## config.mk

```make
export PLATFORM = sky130hd
export DESIGN_NAME = shiftx_stream_unpacker
export DESIGN_NICKNAME = d
export VERILOG_FILES = /design/src/rtl/shiftx_stream_unpacker.sv
export SDC_FILE = /design/constraint.sdc
export NUM_CORES = 1
export LEC_CHECK = 0
export ABC_AREA = 1
export CAP_MARGIN = 20
export CORE_MARGIN = 4
export CORE_UTILIZATION = 33
export DETAILED_ROUTE_END_ITERATION = 10
export PLACE_DENSITY_LB_ADDON = 0.25
export SLEW_MARGIN = 20
export SYNTH_ARGS = -nofsm -noshare
export SYNTH_HDL_FRONTEND = slang
export SYNTH_SLANG_ARGS = --single-unit
```

## constraint.sdc

```tcl
create_clock -name clk -period 5.05 [get_ports clk]
set_input_delay 1.01 -clock clk [delete_from_list [all_inputs] [get_ports clk]]
set_output_delay 1.01 -clock clk [all_outputs]
set_load 0.01 [all_outputs]
```

## src/rtl/shiftx_stream_unpacker.sv

```systemverilog
// ============================================================================
// Module  : shiftx_stream_unpacker
// Brief   : Two-word LSB-first window feeding a downstream $shiftx (A/B)
//           extraction cell with consecutive FIELD_WIDTH-bit fields.
// Rev     : 1.0 - initial release
// ============================================================================
`default_nettype none

module shiftx_stream_unpacker #(
    parameter int IN_WIDTH    = 8,
    parameter int FIELD_WIDTH = 3,
    parameter int OFF_WIDTH   = $clog2(2*IN_WIDTH)
) (
    input  logic                     clk,
    input  logic                     rst,
    input  logic                     flush,
    input  logic [IN_WIDTH-1:0]      in_data,
    input  logic                     in_valid,
    output logic                     in_ready,
    output logic [2*IN_WIDTH-1:0]    out_a,
    output logic [OFF_WIDTH-1:0]     out_b,
    output logic [FIELD_WIDTH-1:0]   out_field,
    output logic                     out_valid,
    input  logic                     out_ready
);

    localparam int                 c_BUF_W = 2*IN_WIDTH;
    localparam int                 c_CNT_W = OFF_WIDTH + 1;
    localparam logic [c_CNT_W-1:0] c_WORD  = c_CNT_W'(IN_WIDTH);
    localparam logic [c_CNT_W-1:0] c_FULL  = c_CNT_W'(c_BUF_W);
    localparam logic [c_CNT_W-1:0] c_FIELD = c_CNT_W'(FIELD_WIDTH);

    logic [c_BUF_W-1:0]   r_buf;
    logic [c_CNT_W-1:0]   r_wr_cnt;
    logic [OFF_WIDTH-1:0] r_rd_off;

    logic [c_BUF_W-1:0]   w_buf_drop;
    logic [c_BUF_W-1:0]   w_buf_nxt;
    logic [c_CNT_W-1:0]   w_wr_drop;
    logic [c_CNT_W-1:0]   w_wr_nxt;
    logic [c_CNT_W-1:0]   w_rd_adv;
    logic [OFF_WIDTH-1:0] w_rd_nxt;
    logic [c_CNT_W-1:0]   w_avail;
    logic                 w_fire_in;
    logic                 w_fire_out;
    logic                 w_drop;

    // rd_off never exceeds wr_cnt, so this difference cannot wrap.
    assign w_avail    = r_wr_cnt - {1'b0, r_rd_off};
    assign in_ready   = !rst && !flush && (r_wr_cnt != c_FULL);
    assign out_valid  = !rst && !flush && (w_avail >= c_FIELD);
    assign out_a      = r_buf;
    assign out_b      = r_rd_off;
    assign out_field  = r_buf[r_rd_off +: FIELD_WIDTH];

    assign w_fire_in  = in_valid && in_ready;
    assign w_fire_out = out_valid && out_ready;

    always_comb begin
        w_rd_adv   = {1'b0, r_rd_off} + (w_fire_out ? c_FIELD : '0);
        w_drop     = (w_rd_adv >= c_WORD);
        w_buf_drop = w_drop ? (r_buf >> IN_WIDTH) : r_buf;
        w_wr_drop  = w_drop ? (r_wr_cnt - c_WORD) : r_wr_cnt;
        w_rd_nxt   = OFF_WIDTH'(w_drop ? (w_rd_adv - c_WORD) : w_rd_adv);
        w_buf_nxt  = w_buf_drop;
        w_wr_nxt   = w_wr_drop;
        // A write only happens when the pre-drop buffer was not full, so the
        // post-drop fill level is either empty or exactly one word.
        if (w_fire_in) begin
            if (w_wr_drop == '0) begin
                w_buf_nxt[IN_WIDTH-1:0] = in_data;
            end else begin
                w_buf_nxt[c_BUF_W-1:IN_WIDTH] = in_data;
            end
            w_wr_nxt = w_wr_drop + c_WORD;
        end
    end

    always_ff @(posedge clk) begin
        if (rst || flush) begin
            r_buf    <= '0;
            r_wr_cnt <= '0;
            r_rd_off <= '0;
        end else begin
            r_buf    <= w_buf_nxt;
            r_wr_cnt <= w_wr_nxt;
            r_rd_off <= w_rd_nxt;
        end
    end

endmodule

`default_nettype wire

```

## Word-level counts from Yosys, hierarchy flattened

Index checks and enable logic that the tools add are counted.

- Flip-flop bits (word level): 25
- Output and inout port bits: 25

- Shifts and indexed selects: 1
- Add/sub/neg operators: 5
- Muxes and demuxes: 8
- Eq/ne operators: 1
- Reduce and logical (&&, ||, !) cells: 9
- Magnitude comparators: 2

Operators with widths:

| operator | count |
|---|---|
| $mux W16 | 2 |
| $mux W8 | 2 |
| $shiftx A16 B5 Y3 | 1 |
| $mux W5 | 2 |
| $add A4 B2 Y5 | 1 |
| $add A5 B4 Y5 const B | 1 |
| $ge A5 B2 Y1 const B | 1 |
| $ge A5 B4 Y1 const B | 1 |
| $logic_and A1 B1 Y1 | 5 |
| $logic_not A5 Y1 | 1 |
| $ne A5 B5 Y1 const B | 1 |
| $sub A5 B4 Y5 | 1 |
| $sub A5 B4 Y5 const B | 1 |
| $mux W4 | 1 |
| $sub A4 B4 Y4 const B | 1 |
| $logic_not A1 Y1 | 2 |
| $mux W2 | 1 |
| $logic_or A1 B1 Y1 | 1 |

## Logic depth before layout (Yosys ltp)

Gate-level depths: netlist (run 1).

- Depth in word-level cells: 11
- Mapped depth: 25
- Depth with buffers taken out: 22

## Least setup slack after synthesis (run 1)

No wires, ideal clock.

- Kind: register -> register
- Start: reg r_rd_off[1], in the netlist out_b[1]
- End: reg r_buf[10], in the netlist out_a[10]
- Setup slack: 1.609 ns
- Period minus slack after synthesis: 3.441 ns
- Data required time: 4.918 ns
- Arrival time: 3.308 ns
- Stages on the path, launching flop included: 22
- Cell sequence: dfxtp_1 -> clkbuf_1 -> inv_2 -> ha_1 -> a21oi_1 -> nand2_1 -> nor2_2 -> nand2_4 -> nand3_4 -> xor2_1 -> ha_1 -> inv_1 -> nand2_2 -> nand2_4 -> buf_6 -> nand3_2 -> and2_1 -> ha_1 -> nor2_2 -> inv_1 -> nand4_1 -> a21oi_1

- Word-level cells in the longest chain between the ends: 11
- Elaborated cells between the ends (all ways): 12
- Classes of those cells: add/sub (2); order compare (2); mux (5); reduce/logical (3)

Ends and longest elaborated chain:

| item | line | source |
|---|---|---|
| from (decl) | 35 | `logic [OFF_WIDTH-1:0] r_rd_off;` |
| from (signal assigned) | 87 | `r_rd_off <= w_rd_nxt;` |
| $sub A5 B4 Y5 | 49 | `assign w_avail = r_wr_cnt - {1'b0, r_rd_off};` |
| $ge A5 B2 Y1 | 51 | `assign out_valid = !rst && !flush && (w_avail >= c_FIELD);` |
| $logic_and A1 B1 Y1 | 51 |  |
| $logic_and A1 B1 Y1 | 57 | `assign w_fire_out = out_valid && out_ready;` |
| $mux W2 | 60 | `w_rd_adv = {1'b0, r_rd_off} + (w_fire_out ? c_FIELD : '0);` |
| $add A4 B2 Y5 (*) | 60 |  |
| $ge A5 B4 Y1 (*) | 61 | `w_drop = (w_rd_adv >= c_WORD);` |
| $mux W5 | 63 | `w_wr_drop = w_drop ? (r_wr_cnt - c_WORD) : r_wr_cnt;` |
| $logic_not A5 Y1 | 70 | `if (w_wr_drop == '0) begin` |
| $mux W8 | 70 |  |
| $mux W16 (*) | 69 | `if (w_fire_in) begin` |
| to (signal assigned) | 85 | `r_buf <= w_buf_nxt;` |
| to (decl) | 33 | `logic [c_BUF_W-1:0] r_buf;` |

Mark *: on every way between the ends. The rest lies on a longest branch, timed or not.
A chain may end at the register's enable or synchronous reset.

## Final worst setup path (run 1)

- Start: reg r_rd_off[0], in the netlist out_b[0]
- End: reg r_buf[14], in the netlist out_a[14]

The elaborated chain is that of the path after synthesis.

==> parameters.txt, run 1 <==
Parameter                              Value

Floorplanning
  Die span in x    79.73 um
  Die Y    79.73 um
  Placeable core region    4848 sq um
  Initial core utilization    35.02%
  IO Count    38
  Number of standard-cell rows in the floorplan    25
  Die Footprint    6357 sq um

STA
  Setup repair after global routing missed its margin    false
  Worst Setup Slack, final    0.7762 ns
  Pins over their slew limit    0
  Top achievable clock speed    around 0.23 GHz
  Sum of negative setup slack    0 ns
  Share of the clock period used by the worst path after layout    a little over four fifths
  Relative slew slack    approximately 40%
  Maximum clock skew at final layout    between 0.004 and 0.005 ns
  Fin. Hold Viols    0
  Worst-Margin Slew    0.8985 ns
  # setup viols final    0
  Post-layout min period    about 4.3 ns

Synth
  Net count after synthesis    274
  Mean Syn Cell Area    6.685 sq um
  Largest area contributor in the netlist    sky130_fd_sc_hd__dfxtp_1
  Cell variety after synth    32
  Sequential share of the synthesized area    between 20 and 30%
  Area fraction of the dominant cell type after synthesis    25.94%
  Post-Synthesis Cell Area    about 1700 sq um
  Number of synthesized register bits    22
  Cells taking the most area after synthesis    sky130_fd_sc_hd__dfxtp_1 26%, sky130_fd_sc_hd__nand2_1 12%, sky130_fd_sc_hd__a21oi_1 8.0%
  Cell count after synthesis    between 200 and 300
  Number of warnings reported in the yosys synthesis log    0

Placement
  Minimum setup slack after placement    0.8236 ns
  Count of input and output buffers    37
  Placed wire-length estimate    3.357 mm
  Routability congestion estimate from global placement    around 0.85
  Number of placed cells counting well taps    345

Finish
  Leading cell type in the layout, fill and taps excluded    sky130_fd_sc_hd__nand2_1
  Multi-input gate area in the final layout    1057 sq um
  Number of antenna cells inserted    0
  Footprint of the flip-flops and latches    roughly 440 sq um
  Layout overhead on the synthesized area    24.83%
  Filler-free cell count of the finished design    between 300 and 400
  Layout cell share with drive strength beyond 1    between 7 and 8%
  Top library cells by usage in the layout, fill and taps aside    55 x sky130_fd_sc_hd__nand2_1, 37 x sky130_fd_sc_hd__clkdlybuf4s50_1, 28 x sky130_fd_sc_hd__nor2_1, 27 x sky130_fd_sc_hd__o21ai_0, 27 x sky130_fd_sc_hd__a21oi_1
  Number of fillers in the final layout    506
  NumNets Final    between 300 and 400
  Utilization of the core after routing    a little over two fifths

Routing
  Total detailed-routing wirelength    between 4 and 5 mm
  Final ANT Viol Nets    0
  Routed length per placed instance    around 13 um
  First-pass iteration count of the detailed router    4
  DRC violations left    0
  Detail-routed via count per cell    slightly below 5
  Via total after detailed routing    1724
  Drt initial violations    95

Critical path
  Crit Path Class    register to register
  Crit-path max cell delay    0.92 ns
  Kind of start point of the critical path    register
  Series of cell instances along the critical path    inv_1 -> ha_1 -> a21oi_1 -> nand2_1 -> nor2_2 -> nand2_4 -> nand3_4 -> xor2_1 -> ha_1 -> inv_1 -> nand2_2 -> nand2_4 -> nand2_1 -> nand2_1 -> and2_1 -> ha_1 -> nor2_2 -> inv_1 -> nand4_1 -> a21oi_1
  Data arrival, critical path    approximately 4.4 ns
  Gate family responsible for the most delay along the worst path    simple AND/OR/NAND/NOR gates
  Buffers and inverters on the worst path    3
  FF-to-FF End    out_a[14]$_SDFF_PP0_
  Worst path required time    5.19 ns
  Worst reg-to-reg path cell count    20
  Worst-case register-to-register setup slack    around 0.78 ns
  R2r startpoint    out_b[0]$_SDFF_PP0_
  Slowest stage cell on the critical path    sky130_fd_sc_hd__dfxtp_1
  Capturing element type of the critical path    register
  Worst-path fanout max    28

Hold path
  Class of the tightest hold or removal check    register to register
  Hold path depth    2
  Hold_sp    out_a[9]$_SDFF_PP0_
  Worst-case hold path end point    out_a[9]$_SDFF_PP0_

Clock tree
  Skew-Pair Late Insertion Delay    roughly 0.27 ns
  Clock transition at the register clock pins on the worst setup and hold paths after CTS    0.08 ns
  Setup Fix Bufs, Post-CTS    0
  Total of cells resized after clock tree synthesis    0
  Number of buffers on the longest clock path    2
  Clock Root Buffer    sky130_fd_sc_hd__clkbuf_8
  Number of sinks driven by the clock tree    22
  Number of hold-repair buffers added at the cts stage    0
  TritonCTS clock tree    done
  Number of buffers created by CTS    3
  H-tree level count    1

GRT
  First-pass GRT wire length    roughly 7.5 mm
  Number of global-route vias before repair    1566
  Pin count of the biggest net entering global routing    29
  Number of antenna violations at the first check in global routing    0
  GRT Overall Usage    14.66%
  Remaining global-route overflow    0

Power and ir drop
  Switching Fraction    about 23%
  Power dissipated by switching net loads    93.21 uW
  Power Dens Cells    189.4 nW/um^2
  P_leak    between 0.8 and 0.9 nW
  Power share of the sequential group    44.8%
  Total internal power    308.2 uW
  Proportion of power drawn by the clock network    41.5%
  Peak supply drop    around 0.00010 V
  Combinational fraction of design power    13.7%

Run
  Max Cap Viol    0

Run status
  Result of the run    finished clean
==> power groups by stage <==
stage / logic (mW) / registers (mW) / clock network [mW]
2_1_floorplan: 0.0315 / 0.183 / 0
3_3_place_gp: 0.0546 / 0.184 / 0
3_5_place_dp: 0.0550 / 0.184 / 0
4_1_cts: 0.0553 / 0.180 / 0.169
5_1_grt: 0.0619 / 0.181 / 0.178
6_report: 0.0549 / 0.180 / 0.167
==> Yosys cell counts, drive strengths merged <==
cell,count
a211oi,1
a21boi,2
a21oi,27
a22oi,1
a31oi,3
a32oi,1
a41oi,1
and2,1
buf,7
clkbuf,6
dfxtp,22
ha,7
inv,25
nand2,60
nand3,15
nand3b,2
nand4,10
nor2,33
o211ai,2
o21ai,27
xor2,1
==> final cells by class <==
class | count | area share [%]
clock inverter | 1 | 1.417
multi-input combinational | 194 | 49.88
tap | 67 | 3.955
clock buffer | 3 | 1.948
sequential | 22 | 20.78
timing repair buffer | 37 | 17.47
inverter | 25 | 4.545
==> flip-flops by register name (all words and copies together), names as in the netlist <==
signal / count
out_a: 16
out_b: 4
r_wr_cnt: 2
==> per-stage QoR <==
| stage | instance area, sq um | hold slack (ns) | power, mW |
|---|---|---|---|
| after CTS | 2120 | 0.5266 | 0.4046 |
| after global routing | 2120 | 0.5741 | 0.4209 |
| after global placement | 2048 | 0.5192 | 0.2387 |
| final | 2120 | 0.5244 | 0.4015 |
| after floorplan | 1698 | 0.5221 | 0.2146 |
| after detailed placement | 2048 | 0.5085 | 0.2390 |
==> logic make-up (layout without fill, tap and decap cells) <==
group / after synthesis / count (layout) / share of synthesized area, %
flops: 22 / 22 / 25.94
buf+inv: 38 / 66 / 11.79
xor+xnor: 1 / 1 / 0.5159
fa+ha+maj: 7 / 7 / 5.158
simple gates: 121 / 121 / 35.89
compound gates: 65 / 65 / 20.71
==> worst reg2reg max path: stages, from the launching register on <==
cell	delay [ns]
sky130_fd_sc_hd__dfxtp_1	0.92
sky130_fd_sc_hd__inv_1	0.37
sky130_fd_sc_hd__ha_1	0.38
sky130_fd_sc_hd__a21oi_1	0.14
sky130_fd_sc_hd__nand2_1	0.08
sky130_fd_sc_hd__nor2_2	0.14
sky130_fd_sc_hd__nand2_4	0.08
sky130_fd_sc_hd__nand3_4	0.10
sky130_fd_sc_hd__xor2_1	0.18
sky130_fd_sc_hd__ha_1	0.17
sky130_fd_sc_hd__inv_1	0.04
sky130_fd_sc_hd__nand2_2	0.09
sky130_fd_sc_hd__nand2_4	0.19
sky130_fd_sc_hd__nand2_1	0.16
sky130_fd_sc_hd__nand2_1	0.07
sky130_fd_sc_hd__and2_1	0.16
sky130_fd_sc_hd__ha_1	0.19
sky130_fd_sc_hd__nor2_2	0.29
sky130_fd_sc_hd__inv_1	0.20
sky130_fd_sc_hd__nand4_1	0.14
sky130_fd_sc_hd__a21oi_1	0.07
==> how the worst max path moves through the flow <==
stage                                   start                    to  slack [ns]  cells after the start
after global placement    out_b[0]$_SDFF_PP0_   out_a[8]$_SDFF_PP0_        0.95                     20
final                     out_b[0]$_SDFF_PP0_  out_a[14]$_SDFF_PP0_        0.78                     20
after floorplan           out_b[1]$_SDFF_PP0_  out_a[10]$_SDFF_PP0_        1.61                     21
after CTS                 out_b[0]$_SDFF_PP0_  out_a[14]$_SDFF_PP0_        0.80                     20
after detailed placement  out_b[0]$_SDFF_PP0_  out_a[14]$_SDFF_PP0_        0.82                     20
after global routing      out_b[0]$_SDFF_PP0_   out_a[8]$_SDFF_PP0_        0.36                     20
==> per-layer routing <==
metal,share of wire [%],vias up,global-route usage [%],wire [um]
met5,0,-,0,0
met4,1.2,0,4.561,53
met3,5.1,5,2.257,227
met2,44,46,22.12,1958
met1,50,768,21.23,2206
li1,-,905,-,-
(Power assumes the default switching activity.)
==> inputs of run 2 (changes only) <==
==> constraint.sdc (replaced) <==
create_clock -name clk -period 3.65 [get_ports clk]
set_input_delay 0.73 -clock clk [delete_from_list [all_inputs] [get_ports clk]]
set_output_delay 0.73 -clock clk [all_outputs]
set_load 0.01 [all_outputs]
==> run 2 against run 1 <==
Critical path depth unchanged. Combinational power grew 43%. Routed wire length increased by 0.29%. Utilization is 0.46 points higher. Via count decreased by 0.35%.
==> parameters.txt, run 2 (synthesis results as in run 1) <==
Parameter                              Value

Placement
  Routability congestion estimate from global placement    0.8346
  Count of input and output buffers    37
  Placed wire-length estimate    approximately 3.4 mm
  Minimum setup slack after placement    0.3726 ns

Routing
  First-pass iteration count of the detailed router    4
  Final ANT Viol Nets    0
  DRC violations left    0
  Total detailed-routing wirelength    4.459 mm
  Top Layer Used    met4
  Routed wire length on met2    between 1.5 and 2 mm
  Via total after detailed routing    1718
  Detail Route met3 WL    168 um
  Drt initial violations    106
  Routed length per placed instance    12.56 um
  Routed length on met1    2.350 mm
  Detail-routed via count per cell    4.839

STA
  Share of the clock period used by the worst path after layout    86.11%
  Maximum clock skew at final layout    0.008926 ns
  Worst Setup Slack, final    0.5071 ns
  Pins over their slew limit    0
  Setup repair after global routing missed its margin    false
  Relative slew slack    just over 70%
  # setup viols final    0
  Fin. Hold Viols    0
  Post-layout min period    3.143 ns
  Sum of negative setup slack    0 ns
  Top achievable clock speed    about 0.32 GHz
  Worst-Margin Slew    roughly 0.44 ns

Clock tree
  Number of hold-repair buffers added at the cts stage    0
  Number of buffers on the longest clock path    2
  Total of cells resized after clock tree synthesis    0
  Clock Root Buffer    sky130_fd_sc_hd__clkbuf_8
  TritonCTS clock tree    done
  H-tree level count    1
  Number of sinks driven by the clock tree    22
  Clock transition at the register clock pins on the worst setup and hold paths after CTS    ~0.09 ns
  Setup Fix Bufs, Post-CTS    0
  Skew-Pair Late Insertion Delay    0.27 ns
  Number of buffers created by CTS    3

Power and ir drop
  Power dissipated by switching net loads    128.9 uW
  Total internal power    ~360 uW
  Combinational fraction of design power    16.2%
  Switching Fraction    26.63%
  Peak supply drop    roughly 0.000094 V
  Proportion of power drawn by the clock network    32.7%
  P_leak    0.8614 nW
  Power Dens Cells    ~230 nW/um^2
  Power share of the sequential group    51.1%

GRT
  GRT Overall Usage    around 15%
  Number of global-route vias before repair    1587
  Remaining global-route overflow    0
  Number of antenna violations at the first check in global routing    0
  Pin count of the biggest net entering global routing    28
  First-pass GRT wire length    7.631 mm

Finish
  Number of antenna cells inserted    0
  Layout cell share with drive strength beyond 1    around 10%
  Leading cell type in the layout, fill and taps excluded    sky130_fd_sc_hd__nand2_1
  Top library cells by usage in the layout, fill and taps aside    55 x sky130_fd_sc_hd__nand2_1, 37 x sky130_fd_sc_hd__clkdlybuf4s50_1, 28 x sky130_fd_sc_hd__nor2_1, 27 x sky130_fd_sc_hd__o21ai_0, 27 x sky130_fd_sc_hd__a21oi_1
  NumNets Final    a little over 300
  Layout overhead on the synthesized area    26.16%
  Number of flip-flops under the largest register name    16

Run
  Max Cap Viol    0

Hold path
  Hold path depth    2
  Worst-case hold path end point    out_a[11]$_SDFF_PP0_
  Class of the tightest hold or removal check    register to register
  Hold_sp    out_a[11]$_SDFF_PP0_

Critical path
  Crit Path Class    register to register
  Kind of start point of the critical path    register
  Crit-path max cell delay    0.34 ns
  Series of cell instances along the critical path    inv_1 -> ha_1 -> a21oi_1 -> nand2_1 -> nor2_2 -> nand2_4 -> nand3_4 -> xor2_1 -> ha_1 -> inv_1 -> nand2_2 -> nand2_4 -> nand2_1 -> nand2_1 -> and2_1 -> ha_1 -> nand2_1 -> nand2_1 -> nor2_1 -> nor2_1
  Capturing element type of the critical path    register
  Most frequent cell on the critical path    sky130_fd_sc_hd__nand2_1
  Worst path required time    3.81 ns
  Data arrival, critical path    3.30 ns
  Worst-path fanout max    16
  R2r startpoint    out_b[0]$_SDFF_PP0_
  FF-to-FF End    out_a[4]$_SDFF_PP0_
  Worst-case register-to-register setup slack    0.51 ns
  Worst reg-to-reg path cell count    20
  Slowest stage cell on the critical path    sky130_fd_sc_hd__nand2_1

Floorplanning
  IO Count    38
  Die Y    79.73 um
  Die Footprint    6357 sq um
  Initial core utilization    around a third
  Die span in x    79.73 um
  Number of standard-cell rows in the floorplan    25
  Placeable core region    4848 sq um

Run status
  Result of the run    finished clean
## run 2: changes by cell type in the layout (fill, tap and decap cells not counted)
cell	before	now
sky130_fd_sc_hd__bufinv_16	1	0
sky130_fd_sc_hd__buf_4	0	7
## run 2: power groups by stage
stage | clock (mW) | combinational [mW] | sequential (mW)
2_1_floorplan | 0 | 0.0437 | 0.253
3_3_place_gp | 0 | 0.0784 | 0.253
3_5_place_dp | 0 | 0.0788 | 0.253
4_1_cts | 0.159 | 0.0792 | 0.247
5_1_grt | 0.171 | 0.0885 | 0.248
6_report | 0.158 | 0.0784 | 0.247
## run 2: area by class of cell
| type | count | area, sq um |
|---|---|---|
| clock buffer | 3 | 41.29 |
| multi-input combinational | 194 | 1057 |
| tap | 67 | 83.83 |
| inverter | 25 | 96.34 |
| fill | 517 | 2706 |
| timing repair buffer | 44 | 422.9 |
| sequential | 22 | 440.4 |
## run 2: how the worst max path moves through the flow
stage	from	to	slack, ns	cells past startpoint
global placement	flush	out_a[4]$_SDFF_PP0_	0.43	16
finish	out_b[0]$_SDFF_PP0_	out_a[4]$_SDFF_PP0_	0.51	20
detailed placement	flush	out_a[4]$_SDFF_PP0_	0.37	16
global route	out_b[0]$_SDFF_PP0_	out_a[4]$_SDFF_PP0_	0.08	20
floorplan	out_b[1]$_SDFF_PP0_	out_a[10]$_SDFF_PP0_	0.21	21
CTS	out_b[0]$_SDFF_PP0_	out_a[4]$_SDFF_PP0_	0.48	20
## run 2: through the flow
| step | util (%) | power (mW) | hold WS [ns] | cells | cell area (sq um) |
|---|---|---|---|---|---|
| 6_report | 44.18 | 0.4839 | 0.5219 | 355 | 2142 |
| 5_1_grt | 44.18 | 0.5070 | 0.5425 | 355 | 2142 |
| 4_1_cts | 44.18 | 0.4854 | 0.5248 | 355 | 2142 |
| 3_5_place_dp | 43.33 | 0.3318 | 0.5036 | 352 | 2101 |
| 3_3_place_gp | 43.33 | 0.3315 | 0.5028 | 352 | 2101 |
| 2_1_floorplan | - | 0.2969 | 0.5221 | 254 | 1698 |
## run 2: worst max-delay path: cells and delay by family, from the launching register on
family | cells | cell delay [ns]
xor+xnor | 1 | 0.17
buf+inv | 2 | 0.30
compound gates | 1 | 0.14
flops | 1 | 0.32
simple gates | 13 | 1.45
fa+ha+maj | 3 | 0.63
## run 2: metal layers
metal	track usage, %	vias to the layer above
met4	5.068	0
li1	-	919
met2	22.29	37
met3	2.257	5
met1	21.77	757
met5	0	-
